## config.mk

```make
export PLATFORM = sky130hd
export DESIGN_NAME = isa_master_flat
export DESIGN_NICKNAME = d
export VERILOG_FILES = /design/src/rtl/isa_pkg.sv /design/src/rtl/isa_master_if.sv /design/src/rtl/isa_cycle_timer.sv /design/src/rtl/isa_master.sv /design/src/flat_wrapper.sv
export SDC_FILE = /design/constraint.sdc
export NUM_CORES = 1
export LEC_CHECK = 0
export CAP_MARGIN = 40
export CORE_MARGIN = 2
export CORE_UTILIZATION = 29
export DETAILED_ROUTE_END_ITERATION = 10
export GPL_ROUTABILITY_DRIVEN = 0
export PLACE_DENSITY_LB_ADDON = 0.3
export SYNTH_ARGS = -nofsm -noshare
export SYNTH_HDL_FRONTEND = slang
export SYNTH_SLANG_ARGS = --single-unit
export TNS_END_PERCENT = 1
```

## constraint.sdc

```tcl
create_clock -name clk -period 2.01 [get_ports clk]
set_input_delay 0.603 -clock clk [delete_from_list [all_inputs] [get_ports clk]]
set_output_delay 0.603 -clock clk [all_outputs]
set_load 0.02 [all_outputs]
```

## src/rtl/isa_pkg.sv

```systemverilog
// Shared types and timing defaults for the ISA bus master: FSM state enum,
// bus cycle-type encoding and the cycle-timer width helper.
package isa_pkg;

  typedef enum logic [2:0] {
    ST_IDLE   = 3'd0,
    ST_ADDR   = 3'd1,
    ST_SETUP  = 3'd2,
    ST_STROBE = 3'd3,
    ST_WAIT   = 3'd4,
    ST_HOLD   = 3'd5
  } isa_state_e;

  // Encoded as {io, write} so a latched command maps straight onto a strobe.
  typedef enum logic [1:0] {
    CYC_MEMR = 2'b00,
    CYC_MEMW = 2'b01,
    CYC_IOR  = 2'b10,
    CYC_IOW  = 2'b11
  } isa_cyc_e;

  localparam int DEF_SETUP_CYC   = 2;
  localparam int DEF_STROBE_CYC  = 6;
  localparam int DEF_HOLD_CYC    = 1;
  localparam int DEF_TIMEOUT_CYC = 1024;

  // Bits needed to hold (largest phase length - 1), never less than 1.
  function automatic int timer_width(int a, int b, int c, int d);
    int m;
    m = a;
    if (b > m) m = b;
    if (c > m) m = c;
    if (d > m) m = d;
    return (m <= 2) ? 1 : $clog2(m);
  endfunction

endpackage

```

## src/rtl/isa_master_if.sv

```systemverilog
// Host command/response channel plus the ISA bus pins of isa_master.
interface isa_master_if;

  // cmd: a transfer happens on a rising edge where cmd_valid and cmd_ready are
  // both high; cmd_valid may not depend on cmd_ready and the cmd_* fields are
  // only sampled in that cycle. rsp_valid is a one-cycle pulse with no ready.
  logic        cmd_valid;
  logic        cmd_ready;
  logic        cmd_write;
  logic        cmd_io;
  logic [19:0] cmd_addr;
  logic [7:0]  cmd_wdata;

  logic        rsp_valid;
  logic [7:0]  rsp_rdata;
  logic        rsp_timeout;

  logic [19:0] bus_a;
  logic        bus_ale;
  logic        bus_aen;
  logic        bus_ior_l;
  logic        bus_iow_l;
  logic        bus_memr_l;
  logic        bus_memw_l;
  logic [7:0]  bus_d_out;
  logic        bus_d_oe;
  logic [7:0]  bus_d_in;
  logic        bus_rdy;

  modport master (
    input  cmd_valid, cmd_write, cmd_io, cmd_addr, cmd_wdata, bus_d_in, bus_rdy,
    output cmd_ready, rsp_valid, rsp_rdata, rsp_timeout,
    output bus_a, bus_ale, bus_aen, bus_ior_l, bus_iow_l, bus_memr_l, bus_memw_l,
    output bus_d_out, bus_d_oe
  );

  modport slave (
    output cmd_valid, cmd_write, cmd_io, cmd_addr, cmd_wdata, bus_d_in, bus_rdy,
    input  cmd_ready, rsp_valid, rsp_rdata, rsp_timeout,
    input  bus_a, bus_ale, bus_aen, bus_ior_l, bus_iow_l, bus_memr_l, bus_memw_l,
    input  bus_d_out, bus_d_oe
  );

endinterface

```

## src/rtl/isa_cycle_timer.sv

```systemverilog
// Loadable down-counter with zero flag; one instance times every bus phase.
module isa_cycle_timer #(
  parameter int W = 4
) (
  input  logic         clk,
  input  logic         rst,
  input  logic         load,
  input  logic [W-1:0] load_val,
  output logic         zero
);

  logic [W-1:0] cnt_q;

  always_ff @(posedge clk) begin
    if (rst) begin
      cnt_q <= '0;
    end else if (load) begin
      cnt_q <= load_val;
    end else if (cnt_q != '0) begin
      cnt_q <= cnt_q - 1'b1;
    end
  end

  assign zero = (cnt_q == '0);

endmodule

```

## src/rtl/isa_master.sv

```systemverilog
// ISA bus master: one host command -> ADDR/SETUP/STROBE/WAIT/HOLD bus cycle.
// Define ISA_MASTER_TIMEOUT_EN to abort wait states after TIMEOUT_CYC cycles.
module isa_master
  import isa_pkg::*;
#(
  parameter int SETUP_CYC   = DEF_SETUP_CYC,
  parameter int STROBE_CYC  = DEF_STROBE_CYC,
  parameter int HOLD_CYC    = DEF_HOLD_CYC,
  parameter int TIMEOUT_CYC = DEF_TIMEOUT_CYC
) (
  input  logic         clk,
  input  logic         busreset,
  isa_master_if.master bus,
  output isa_state_e   state_dbg
);

  localparam int TMR_W = timer_width(SETUP_CYC, STROBE_CYC, HOLD_CYC, TIMEOUT_CYC);

  isa_state_e   state_q, state_d;
  isa_cyc_e     cyc_q;
  logic [19:0]  addr_q;
  logic [7:0]   wdata_q;
  logic [7:0]   rdata_q;
  logic         rsp_valid_q;
  logic         aen_q;
  logic         accept;
  logic         go_hold;
  logic         strobe_on;
  logic         is_write;
  logic         tmr_load;
  logic [TMR_W-1:0] tmr_val;
  logic         tmr_zero;
`ifdef ISA_MASTER_TIMEOUT_EN
  logic         tmo;
  logic         tmo_q;
`endif

  isa_cycle_timer #(.W(TMR_W)) u_timer (
    .clk      (clk),
    .rst      (busreset),
    .load     (tmr_load),
    .load_val (tmr_val),
    .zero     (tmr_zero)
  );

  assign accept   = bus.cmd_valid && bus.cmd_ready;
  assign is_write = cyc_q[0];

  // Each phase loads (length - 1) on entry; the zero flag marks its last cycle.
  always_comb begin
    state_d  = state_q;
    tmr_load = 1'b0;
    tmr_val  = '0;
    go_hold  = 1'b0;
`ifdef ISA_MASTER_TIMEOUT_EN
    tmo      = 1'b0;
`endif
    unique case (state_q)
      ST_IDLE:  if (accept) state_d = ST_ADDR;
      ST_ADDR: begin
        tmr_load = 1'b1;
        tmr_val  = TMR_W'(SETUP_CYC - 1);
        state_d  = ST_SETUP;
      end
      ST_SETUP: if (tmr_zero) begin
        tmr_load = 1'b1;
        tmr_val  = TMR_W'(STROBE_CYC - 1);
        state_d  = ST_STROBE;
      end
      ST_STROBE: if (tmr_zero) begin
        if (bus.bus_rdy) begin
          go_hold = 1'b1;
        end else begin
          state_d = ST_WAIT;
`ifdef ISA_MASTER_TIMEOUT_EN
          tmr_load = 1'b1;
          tmr_val  = TMR_W'(TIMEOUT_CYC - 1);
`endif
        end
      end
      ST_WAIT: begin
        if (bus.bus_rdy) go_hold = 1'b1;
`ifdef ISA_MASTER_TIMEOUT_EN
        else if (tmr_zero) begin
          go_hold = 1'b1;
          tmo     = 1'b1;
        end
`endif
      end
      ST_HOLD:  if (tmr_zero) state_d = ST_IDLE;
      default:  state_d = ST_IDLE;
    endcase
    if (go_hold) begin
      state_d  = ST_HOLD;
      tmr_load = 1'b1;
      tmr_val  = TMR_W'(HOLD_CYC - 1);
    end
  end

  always_ff @(posedge clk) begin
    if (busreset) begin
      state_q     <= ST_IDLE;
      cyc_q       <= CYC_MEMR;
      addr_q      <= '0;
      wdata_q     <= '0;
      rdata_q     <= '0;
      rsp_valid_q <= 1'b0;
      aen_q       <= 1'b1;
    end else begin
      state_q     <= state_d;
      aen_q       <= 1'b0;
      rsp_valid_q <= (state_q == ST_HOLD) && (state_d == ST_IDLE);
      if (accept) begin
        cyc_q   <= isa_cyc_e'({bus.cmd_io, bus.cmd_write});
        addr_q  <= bus.cmd_io ? {4'h0, bus.cmd_addr[15:0]} : bus.cmd_addr;
        wdata_q <= bus.cmd_wdata;
      end
`ifdef ISA_MASTER_TIMEOUT_EN
      if (go_hold && !is_write) rdata_q <= tmo ? 8'hFF : bus.bus_d_in;
`else
      if (go_hold && !is_write) rdata_q <= bus.bus_d_in;
`endif
    end
  end

`ifdef ISA_MASTER_TIMEOUT_EN
  // Sticky abort flag for the current command, reported alongside rsp_valid.
  always_ff @(posedge clk) begin
    if (busreset || accept) tmo_q <= 1'b0;
    else if (tmo)           tmo_q <= 1'b1;
  end
  assign bus.rsp_timeout = rsp_valid_q && tmo_q;
`else
  assign bus.rsp_timeout = 1'b0;
`endif

  assign strobe_on      = (state_q == ST_STROBE) || (state_q == ST_WAIT);
  assign bus.cmd_ready  = (state_q == ST_IDLE) && !busreset;
  assign bus.rsp_valid  = rsp_valid_q;
  assign bus.rsp_rdata  = rdata_q;
  assign bus.bus_a      = addr_q;
  assign bus.bus_ale    = (state_q == ST_ADDR);
  assign bus.bus_aen    = aen_q;
  assign bus.bus_memr_l = !(strobe_on && cyc_q == CYC_MEMR);
  assign bus.bus_memw_l = !(strobe_on && cyc_q == CYC_MEMW);
  assign bus.bus_ior_l  = !(strobe_on && cyc_q == CYC_IOR);
  assign bus.bus_iow_l  = !(strobe_on && cyc_q == CYC_IOW);
  assign bus.bus_d_out  = wdata_q;
  assign bus.bus_d_oe   = is_write && (state_q != ST_IDLE);
  assign state_dbg      = state_q;

endmodule

```

## src/flat_wrapper.sv

```systemverilog
// flat-port wrapper written by rule: the top's interface ports become plain ports
module isa_master_flat import isa_pkg::*;
#(
  parameter int SETUP_CYC   = DEF_SETUP_CYC,
  parameter int STROBE_CYC  = DEF_STROBE_CYC,
  parameter int HOLD_CYC    = DEF_HOLD_CYC,
  parameter int TIMEOUT_CYC = DEF_TIMEOUT_CYC
)
  (clk, busreset, state_dbg, bus_cmd_valid, bus_cmd_write, bus_cmd_io, bus_cmd_addr, bus_cmd_wdata, bus_bus_d_in, bus_bus_rdy, bus_cmd_ready, bus_rsp_valid, bus_rsp_rdata, bus_rsp_timeout, bus_bus_a, bus_bus_ale, bus_bus_aen, bus_bus_ior_l, bus_bus_iow_l, bus_bus_memr_l, bus_bus_memw_l, bus_bus_d_out, bus_bus_d_oe);
  isa_master_if bus_i ();
  input  logic clk;
  input  logic busreset;
  output isa_state_e state_dbg;
  input wire logic [$bits(bus_i.cmd_valid)-1:0] bus_cmd_valid;
  input wire logic [$bits(bus_i.cmd_write)-1:0] bus_cmd_write;
  input wire logic [$bits(bus_i.cmd_io)-1:0] bus_cmd_io;
  input wire logic [$bits(bus_i.cmd_addr)-1:0] bus_cmd_addr;
  input wire logic [$bits(bus_i.cmd_wdata)-1:0] bus_cmd_wdata;
  input wire logic [$bits(bus_i.bus_d_in)-1:0] bus_bus_d_in;
  input wire logic [$bits(bus_i.bus_rdy)-1:0] bus_bus_rdy;
  output wire logic [$bits(bus_i.cmd_ready)-1:0] bus_cmd_ready;
  output wire logic [$bits(bus_i.rsp_valid)-1:0] bus_rsp_valid;
  output wire logic [$bits(bus_i.rsp_rdata)-1:0] bus_rsp_rdata;
  output wire logic [$bits(bus_i.rsp_timeout)-1:0] bus_rsp_timeout;
  output wire logic [$bits(bus_i.bus_a)-1:0] bus_bus_a;
  output wire logic [$bits(bus_i.bus_ale)-1:0] bus_bus_ale;
  output wire logic [$bits(bus_i.bus_aen)-1:0] bus_bus_aen;
  output wire logic [$bits(bus_i.bus_ior_l)-1:0] bus_bus_ior_l;
  output wire logic [$bits(bus_i.bus_iow_l)-1:0] bus_bus_iow_l;
  output wire logic [$bits(bus_i.bus_memr_l)-1:0] bus_bus_memr_l;
  output wire logic [$bits(bus_i.bus_memw_l)-1:0] bus_bus_memw_l;
  output wire logic [$bits(bus_i.bus_d_out)-1:0] bus_bus_d_out;
  output wire logic [$bits(bus_i.bus_d_oe)-1:0] bus_bus_d_oe;
  assign bus_i.cmd_valid = bus_cmd_valid;
  assign bus_i.cmd_write = bus_cmd_write;
  assign bus_i.cmd_io = bus_cmd_io;
  assign bus_i.cmd_addr = bus_cmd_addr;
  assign bus_i.cmd_wdata = bus_cmd_wdata;
  assign bus_i.bus_d_in = bus_bus_d_in;
  assign bus_i.bus_rdy = bus_bus_rdy;
  assign bus_cmd_ready = bus_i.cmd_ready;
  assign bus_rsp_valid = bus_i.rsp_valid;
  assign bus_rsp_rdata = bus_i.rsp_rdata;
  assign bus_rsp_timeout = bus_i.rsp_timeout;
  assign bus_bus_a = bus_i.bus_a;
  assign bus_bus_ale = bus_i.bus_ale;
  assign bus_bus_aen = bus_i.bus_aen;
  assign bus_bus_ior_l = bus_i.bus_ior_l;
  assign bus_bus_iow_l = bus_i.bus_iow_l;
  assign bus_bus_memr_l = bus_i.bus_memr_l;
  assign bus_bus_memw_l = bus_i.bus_memw_l;
  assign bus_bus_d_out = bus_i.bus_d_out;
  assign bus_bus_d_oe = bus_i.bus_d_oe;
  isa_master #(.SETUP_CYC(SETUP_CYC), .STROBE_CYC(STROBE_CYC), .HOLD_CYC(HOLD_CYC), .TIMEOUT_CYC(TIMEOUT_CYC)) u_core (.clk(clk), .busreset(busreset), .bus(bus_i), .state_dbg(state_dbg));
endmodule
```

---- Word level (Yosys, flattened, before mapping) ----
Cells that the tools add are included.
cells by class
  $add $sub $neg .......................... 1
  equality and inequality tests ........... 8
  muxes and demuxes ....................... 20
  reduce and logical (&&, ||, !) cells .... 23
operators by type and width
  kind                     number
  $mux W10                 3
  $mux W3                  7
  $mux W20                 1
  $pmux W10 S2             1
  $pmux W3 S6              1
  $logic_not A10 Y1        1
  $reduce_bool A10 Y1      1
  $sub A10 B1 Y10 const B  1
  $logic_and A1 B1 Y1      9
  $eq A3 B2 Y1 const B     2
  $eq A3 B3 Y1 const B     2
  $logic_not A1 Y1         6
  $logic_not A3 Y1         2
  $mux W1                  5
  $eq A2 B2 Y1 const B     2
  $pmux W1 S2              2
  $eq A3 B1 Y1 const B     1
  $reduce_bool A3 Y1       1
  $eq A2 B1 Y1 const B     1
  $logic_not A2 Y1         1
  $reduce_bool A2 Y1       1
  $logic_or A1 B1 Y1       1
word-level totals
  flip-flop bits (word level) ............. 53
  input bits .............................. 42
  output and inout port bits .............. 49

---- Depth between registers and ports, before layout ----
Gate-level depths: netlist of the first run.
  word-level depth ........................ 8
  mapped depth ............................ 7
  depth with buffers taken out ............ 6

---- Cells and area by module ----
Synthesis of the first run repeated with hierarchy kept, for this count alone.
unflattened totals
  cell total of the unflattened synthesis .. 252
  area, all modules ....................... 2606.2 sq um
by module, submodules not included
  module           times used  cells an instance  area each (sq um)
  isa_master       1           179                1993.2
  isa_cycle_timer  1           73                 613.1

---- Worst setup path before layout of the first run ----
OpenSTA, ideal clock, no wires.
  kind .................................... register to output
  start point ............................. register u_core.state_q[0] (netlist: u_core.state_dbg[0])
  end point ............................... output bus_bus_memr_l
  arrival ................................. 1330 ps
  required time ........................... 1407 ps
  slack ................................... 77 ps
  stages on the path, launching flop included .. 5
  path through ............................ dfxtp_1 -> buf_2 -> and3b_1 -> a21oi_1 -> or3_1
on the way
  cells in the longest elaborated chain, start to end .. 4
RTL lines
  item                                                 RTL line            source
  start: declaration                                   isa_master.sv:19    isa_state_e state_q, state_d;
  start signal: assignment                             isa_master.sv:110   state_q <= state_d;
  $eq A3 B2 Y1 / $eq A3 B3 Y1 (equally long branches)  isa_master.sv:137   assign strobe_on = (state_q == ST_STROBE) || (state_q == ST_WAIT);
  $logic_or A1 B1 Y1 *                                 isa_master.sv:137
  $logic_and A1 B1 Y1 *                                isa_master.sv:144   assign bus.bus_memr_l = !(strobe_on && cyc_q == CYC_MEMR);
  $logic_not A1 Y1 *                                   isa_master.sv:144
  end: declaration                                     flat_wrapper.sv:30  output wire logic [$bits(bus_i.bus_memr_l)-1:0] bus_bus_memr_l;
Mark *: on every way between the ends. The rest lies on a longest branch, timed or not.

---- Worst setup path after layout of the first run ----
  start point ............................. register u_core.state_q[1] (netlist: u_core.state_dbg[1])
  end point ............................... output bus_bus_memr_l
Same word-level chain as after synthesis.

==> results.toml, run 1 <==
[run_status]
status = "complete, but fails checks"
violations = "negative setup slack"

[placement]
dpl.hpwl_um = 4300
postPlaceCellArea_um2 = 3530
io_buffers = 89

[min_path]
min_path_cells = 2
hold_class = "reg -> reg"

[power]
seq_power_share_pct = 38.9
p_leak_uw = 0.00144
pwr-share-comb_pct = 39.3
totalPowerFinal_uw = 3430
ir_drop_uv = 424
p_clk_share_pct = 21.8
p_sw_uw = 1200
intPower_uw = 2230
cellPowerDensity_nw_per_um2 = 938
swShare_pct = 34.9

[cts]
cts_made_buffers = 5
tritoncts = "done"
clock_latency_ns = 0.30
path_clk_slew_ns = 0.09
htreeDepth = 2
clockBufferDepth = 2
postCtsSetupBuffers = 0
clock_sinks = 53
cts-root-buf = "clkbuf_8"

[detailed_routing]
vias_per_cell = 4.62
top_layer = "met4"
drc_errors = 0
wl_um = 6090
met3_length_um = 616
vias = 2188
wirelength_met1_um = 2790
drt_iter0_drc = 126
wl_per_cell_um = 12.8
ant_nets = 0
firstDrtPassIters = 4
wl_met2_um = 2610

[sta]
hold_viol = 0
slew_violations = 0
fin_ws_ns = -0.00402
fin_crit_ns = 2.01
grt_setup_unrepaired = "yes"
finClkSkew_ns = 0.00759
period_share_pct = 100
worst_pin_slew_ns = 0.617
maxSlewHeadroom_pct = 58.5
setup_viol = 1
fmax_mhz = 497
tns_ns = -0.00402

[die]
core.rowCount = 33
fp.dieH_um = 94.8
core_area_um2 = 8090
dieWidth_um = 94.8
initial_core_util_pct = 29.6
pin_count = 91
die_area_um2 = 8990

[setup_path]
crit_chain = "and3b_2 > a21oi_4 > or3_4 > buf_6"
startpoint_type = "register"
r2r_cells = 7
cp_max_fo = 4
slowest_delay_ns = 0.37
slowest_stage = "dfxtp_2"
cp.required_ns = 1.41
crit_path_end_kind = "output pin"
cp.arrival_ns = 1.41
crit_type = "reg -> out"

[synth]
ys_seq_area_share_pct = 44.4
syn-num-nets = 313
synth_flop_cell = "dfxtp_1"
synth_area_um2 = 2390
synth_cells = 270
synth_edf_count = 0
syn_avg_cell_area_um2 = 8.86
yosys_register_bits = 53
yosysUniqueCellTypes = 45
synthArstFlopShare_pct = 0
yosysWarnings = 0

[cells_and_area]
area_delta_synth_final_pct = 52.7
antennaDiodeCount = 0
design_area_um2 = 3650
multiInputGateArea_um2 = 1280
seq_area_um2 = 1060
fillers = 816
drive_gt1_share_pct = 14.1
nets = 411

[global_route]
grt_max_degree = 55
overflow = 0
grt_pass1_wl_um = 9660
grt_util_all_layers_pct = 13.6
grt_pass1_vias = 2029
antenna_found_initial = 0

[flow_run]
max-cap-violations = 0
## cells by family after synthesis
kind of cell	Yosys count	synth area share [%]
AOI/OAI and AO/OA	29	8.79
DFF	53	44.4
muxes	10	4.18
other	1	0.157
xor gates and xnor gates	4	1.46
adders and majority gates	1	0.523
and+or+nand+nor	152	36.9
buffers and inverters	20	3.66
## final cells by class
class | instances | share of cell area (%)
Inverter | 3 | 0.308
Clock buffer | 7 | 2.36
Sequential cell | 53 | 29.1
Tap cell | 105 | 3.60
Timing Repair Buffer | 108 | 28.7
Multi-Input combinational cell | 197 | 35.0
Clock inverter | 1 | 0.822
## worst paths after layout
| kind | from | end | slack (ns) |
|---|---|---|---|
| max reg2reg | u_core.u_timer.cnt_q[0] | u_core.bus.rsp_rdata[5] | 0.21 |
| max | u_core.state_dbg[1] | bus_bus_memr_l | -0.004 |
| min reg2reg | u_core.bus.bus_a[18] | u_core.bus.bus_a[18] | 0.46 |
| min | u_core.bus.bus_a[18] | u_core.bus.bus_a[18] | 0.46 |
## power by group through the flow
stage | logic (uW) | registers [uW] | clock network, uW
after floorplan | 848 | 1400 | 0
after global placement | 1330 | 1340 | 0
after detailed placement | 1330 | 1350 | 0
after CTS | 1330 | 1330 | 789
after global routing | 1480 | 1350 | 821
final | 1350 | 1330 | 747
## synth_stat cells (2+ instances only)
library cell	number	share of area, %
nand2_1	62	9.7
dfxtp_1	53	44
nand3b_1	32	10
nand2b_1	17	4.4
nor2_1	12	1.9
a21oi_1	11	2.3
mux2i_1	10	4.2
clkbuf_1	9	1.4
buf_2	7	1.5
nor2b_1	5	1.3
nand3_1	4	0.84
xnor2_1	4	1.5
a31oi_1	3	0.78
inv_1	3	0.47
or3_1	3	0.78
nor3_4	2	1.4
nor4_1	2	0.52
o21ai_0	2	0.42
o21bai_1	2	0.63
o2bb2ai_1	2	0.73
## what timing repair did
item / 4_1_cts / 5_1_grt
hold buffers: 0 / 0
hold endpoints to repair: 0 / 0
pin swaps: 0 / 1
setup endpoints to repair: 10 / 8
resized for setup: 33 / 14
## cell usage in the layout, fill, tap and decap left out, drive strengths merged, types with 2 or more instances in the layout
cell,instances
inv,3
nor2,13
nor3b,2
o2bb2ai,2
dlygate4sd2,3
nand3b,32
nand2,62
o21ai,2
clkbuf,7
clkdlybuf4s50,78
mux2i,10
buf,25
o21bai,2
nand3,4
a31oi,3
nor2b,5
nor3,3
xnor2,4
or3,3
a21oi,12
nor4,3
nand2b,17
dfxtp,53
## critical path: cells and delay by family (launching register included)
kind | cells | cell delay [ns]
AOI/OAI and AO/OA | 1 | 0.05
buffers and inverters | 1 | 0.14
DFF | 1 | 0.37
and+or+nand+nor | 2 | 0.56
## metrics by stage
step / util [%] / setup slack, ns / hold WS, ns / std cells
finish: 45.1 / -0.00402 / 0.459 / 474
global route: 45.1 / -0.0642 / 0.491 / 474
CTS: 44.8 / -0.0987 / 0.465 / 475
detailed placement: 43.6 / -0.519 / 0.448 / 467
global placement: 43.6 / -0.512 / 0.440 / 467
floorplan: - / 0.0775 / 0.471 / 270
## flip-flops by register name, summed over array words and instances (netlist names)
register / count
u_core.bus.bus_a: 20
u_core.bus.bus_aen: 1
u_core.bus.bus_d_out: 8
u_core.bus.rsp_rdata: 8
u_core.bus.rsp_valid: 1
u_core.cyc_q: 2
u_core.state_dbg: 3
u_core.u_timer.cnt_q: 10
## metal layers
metal  vias up  track usage (%)
li1       1111                -
met1       994             18.3
met2        76             19.9
met3         7             5.51
met4         0             3.99
met5         -                0
Note: power is estimated with default switching activity, not from simulation.
==> inputs of run 2 (changes only) <==
Settings changed: SYNTH_HIERARCHICAL set to 1.
==> run 2 against run 1 <==
  * The flow still finishes with violations (negative setup slack)
  * Clock power is 9.0% lower
  * Via count is 2.9% higher
  * Die area is 8.6% higher
  * Area after synthesis is 8.9% higher
  * Combinational power is 24% higher
  * Critical path depth stayed put
  * Non-clock buffer count is 25 higher
  * Utilization is 1.8 points higher
  * Global-route usage is 0.073 points higher
  * Largest cell class unchanged
==> results.toml, run 2 <==
[global_route]
grt_util_all_layers_pct = 13.7
grt_pass1_vias = 2268
grt_max_degree = 65
antenna_found_initial = 0
grt_pass1_wl_um = 10800
overflow = 0

[setup_path]
crit_type = "reg -> out"
r2r_cells = 11
crit_path_end_kind = "output pin"
cp.arrival_ns = 1.59
r2r-end = "u_core/u_timer/cnt_q[1]"
startpoint_type = "register"
cp.required_ns = 1.41
cp_max_fo = 2
r2r_start = "u_core/u_timer/cnt_q[1]"
r2r_setup_slack_ns = -0.11

[min_path]
hold_end = "u_core/bus.rsp_rdata[7]"
hold_class = "reg -> reg"
holdCritStartpoint = "u_core/bus.rsp_rdata[7]"
min_path_cells = 2

[power]
pwr-share-comb_pct = 45.9
ir_drop_uv = 338
p_leak_uw = 0.00165
p_sw_uw = 1190
cellPowerDensity_nw_per_um2 = 887
swShare_pct = 32.9
intPower_uw = 2440
seq_power_share_pct = 35.3
p_clk_share_pct = 18.7

[die]
dieWidth_um = 98.8
initial_core_util_pct = 29.9
core_area_um2 = 8720
pin_count = 91
core.rowCount = 34
fp.dieH_um = 98.8
die_area_um2 = 9760

[sta]
tns_ns = -1.58
grt_setup_unrepaired = "yes"
period_share_pct = 109
fmax_mhz = 456
maxSlewHeadroom_pct = 56.6
fin_crit_ns = 2.19
hold_viol = 0
fin_ws_ns = -0.185
whs_ns = 0.476
finClkSkew_ns = 0.00450
setup_viol = 22
slew_violations = 0
worst_pin_slew_ns = 0.642

[run_status]
status = "complete, but fails checks"
violations = "negative setup slack"

[cells_and_area]
largest_reg_flops = 20
drive_gt1_share_pct = 30.0
antennaDiodeCount = 0
final_common_cell = "clkdlybuf4s50_1"
finalNonFillerCells = 495
design_area_um2 = 4090
fin_util_pct = 46.9
final_cell_mix = "79 x clkdlybuf4s50_1, 48 x dfxtp_1, 41 x buf_4"
area_delta_synth_final_pct = 57.1
nets = 429

[synth]
synth_flop_cell = "dfxtp_1"
syn_avg_cell_area_um2 = 10.3
synthArstFlopShare_pct = 0
yosysWarnings = 6
yosys_register_bits = 53
synth_edf_count = 0
synth_cells = 252
ys_seq_area_share_pct = 40.7
yosysUniqueCellTypes = 53
yosysMostFrequentCell = "dfxtp_1"
synth_area_um2 = 2610
netlist.area_leader.share_pct = 40.7
synth_top_area_cell = "dfxtp_1"
synth_area_leaders = "dfxtp_1 41%, mux2_4 11%, nor2b_1 7.7%, nand2b_1 4.3%, mux2i_1 3.5%"
synth_common_cells = "53 x dfxtp_1, 32 x nor2b_1, 19 x mux2_4"

[placement]
dpl.hpwl_um = 4660
postPlaceCellArea_um2 = 3870
io_buffers = 89
place_inst = 479

[cts]
clock_sinks = 53
path_clk_slew_ns = 0.10
htreeDepth = 2
clock_latency_ns = 0.31
cts-root-buf = "clkbuf_8"
cts_made_buffers = 5
postCtsHoldBufs = 0
clockBufferDepth = 2
tritoncts = "done"

[detailed_routing]
drt_iter0_drc = 44
wl_um = 6770
firstDrtPassIters = 4
vias_per_cell = 4.55
wl_per_cell_um = 13.7
ant_nets = 0
vias = 2251
drc_errors = 0

[flow_run]
max-cap-violations = 0
## run 2: cell families after synthesis
family                   synth area share (%)
adder cells (fa/ha/maj)                 0.480
flip-flops                               40.7
other                                   0.144
multiplexers                             17.4
AO/OA/AOI/OAI                            9.36
AND/OR/NAND/NOR                          25.8
buffers and inverters                    5.09
XOR/XNOR                                 1.01
## run 2: worst max path at each step
stage                            startpoint                 endpoint  slack (ns)  cells past startpoint
floorplan           u_core/u_timer/cnt_q[1]  u_core/u_timer/cnt_q[9]       -0.16                     10
global placement                   busreset            bus_cmd_ready       -0.49                      4
detailed placement                 busreset            bus_cmd_ready       -0.48                      4
CTS                     u_core/state_dbg[2]           bus_bus_memr_l       -0.17                      4
global route        u_core/u_timer/cnt_q[1]  u_core/u_timer/cnt_q[1]       -0.25                     11
finish                  u_core/state_dbg[2]           bus_bus_memr_l       -0.18                      4
## run 2: area by class of cell
class | count | area (um2)
fill | 830 | 4630
multi-input combinational | 185 | 1510
timing repair buffer | 133 | 1250
sequential | 53 | 1070
tap | 108 | 135
clock buffer | 7 | 96.3
inverter | 8 | 35.0
clock inverter | 1 | 5.00
## run 2: power by group through the flow
stage | Combinational (uW) | Clock (uW) | Sequential, uW
after floorplan | 846 | 0 | 1410
after global placement | 1560 | 0 | 1300
after detailed placement | 1580 | 0 | 1310
after CTS | 1660 | 718 | 1280
after global routing | 1800 | 753 | 1300
final | 1670 | 680 | 1280
## run 2: worst max-delay path, cell delays in order, from the launching register on
cell and delay, ns:
dfxtp_2 0.33, and2b_1 0.22, a22o_1 0.20, or3b_4 0.40
buf_6 0.14
## run 2: metrics by stage
step / worst slack (ns) / power [uW]
after global placement: -0.491 / 2860
after CTS: -0.169 / 3660
after global routing: -0.246 / 3860
after floorplan: -0.159 / 2250
final: -0.185 / 3630
after detailed placement: -0.479 / 2890
## run 2: routing by layer
layer,routed length (um),global-route usage [%],up-vias
li1,-,-,1137
met1,3060,17.2,1032
met2,3190,22.5,71
met3,396,3.55,11
met4,112,5.16,0
met5,0,0,-
## run 2: what timing repair did
action / 4_1_cts / 5_1_grt
setup buffers: 7 / 0
setup endpoints to repair: 24 / 27
gates cloned: 1 / 0
resized for setup: 53 / 10
pin swaps: 14 / 6
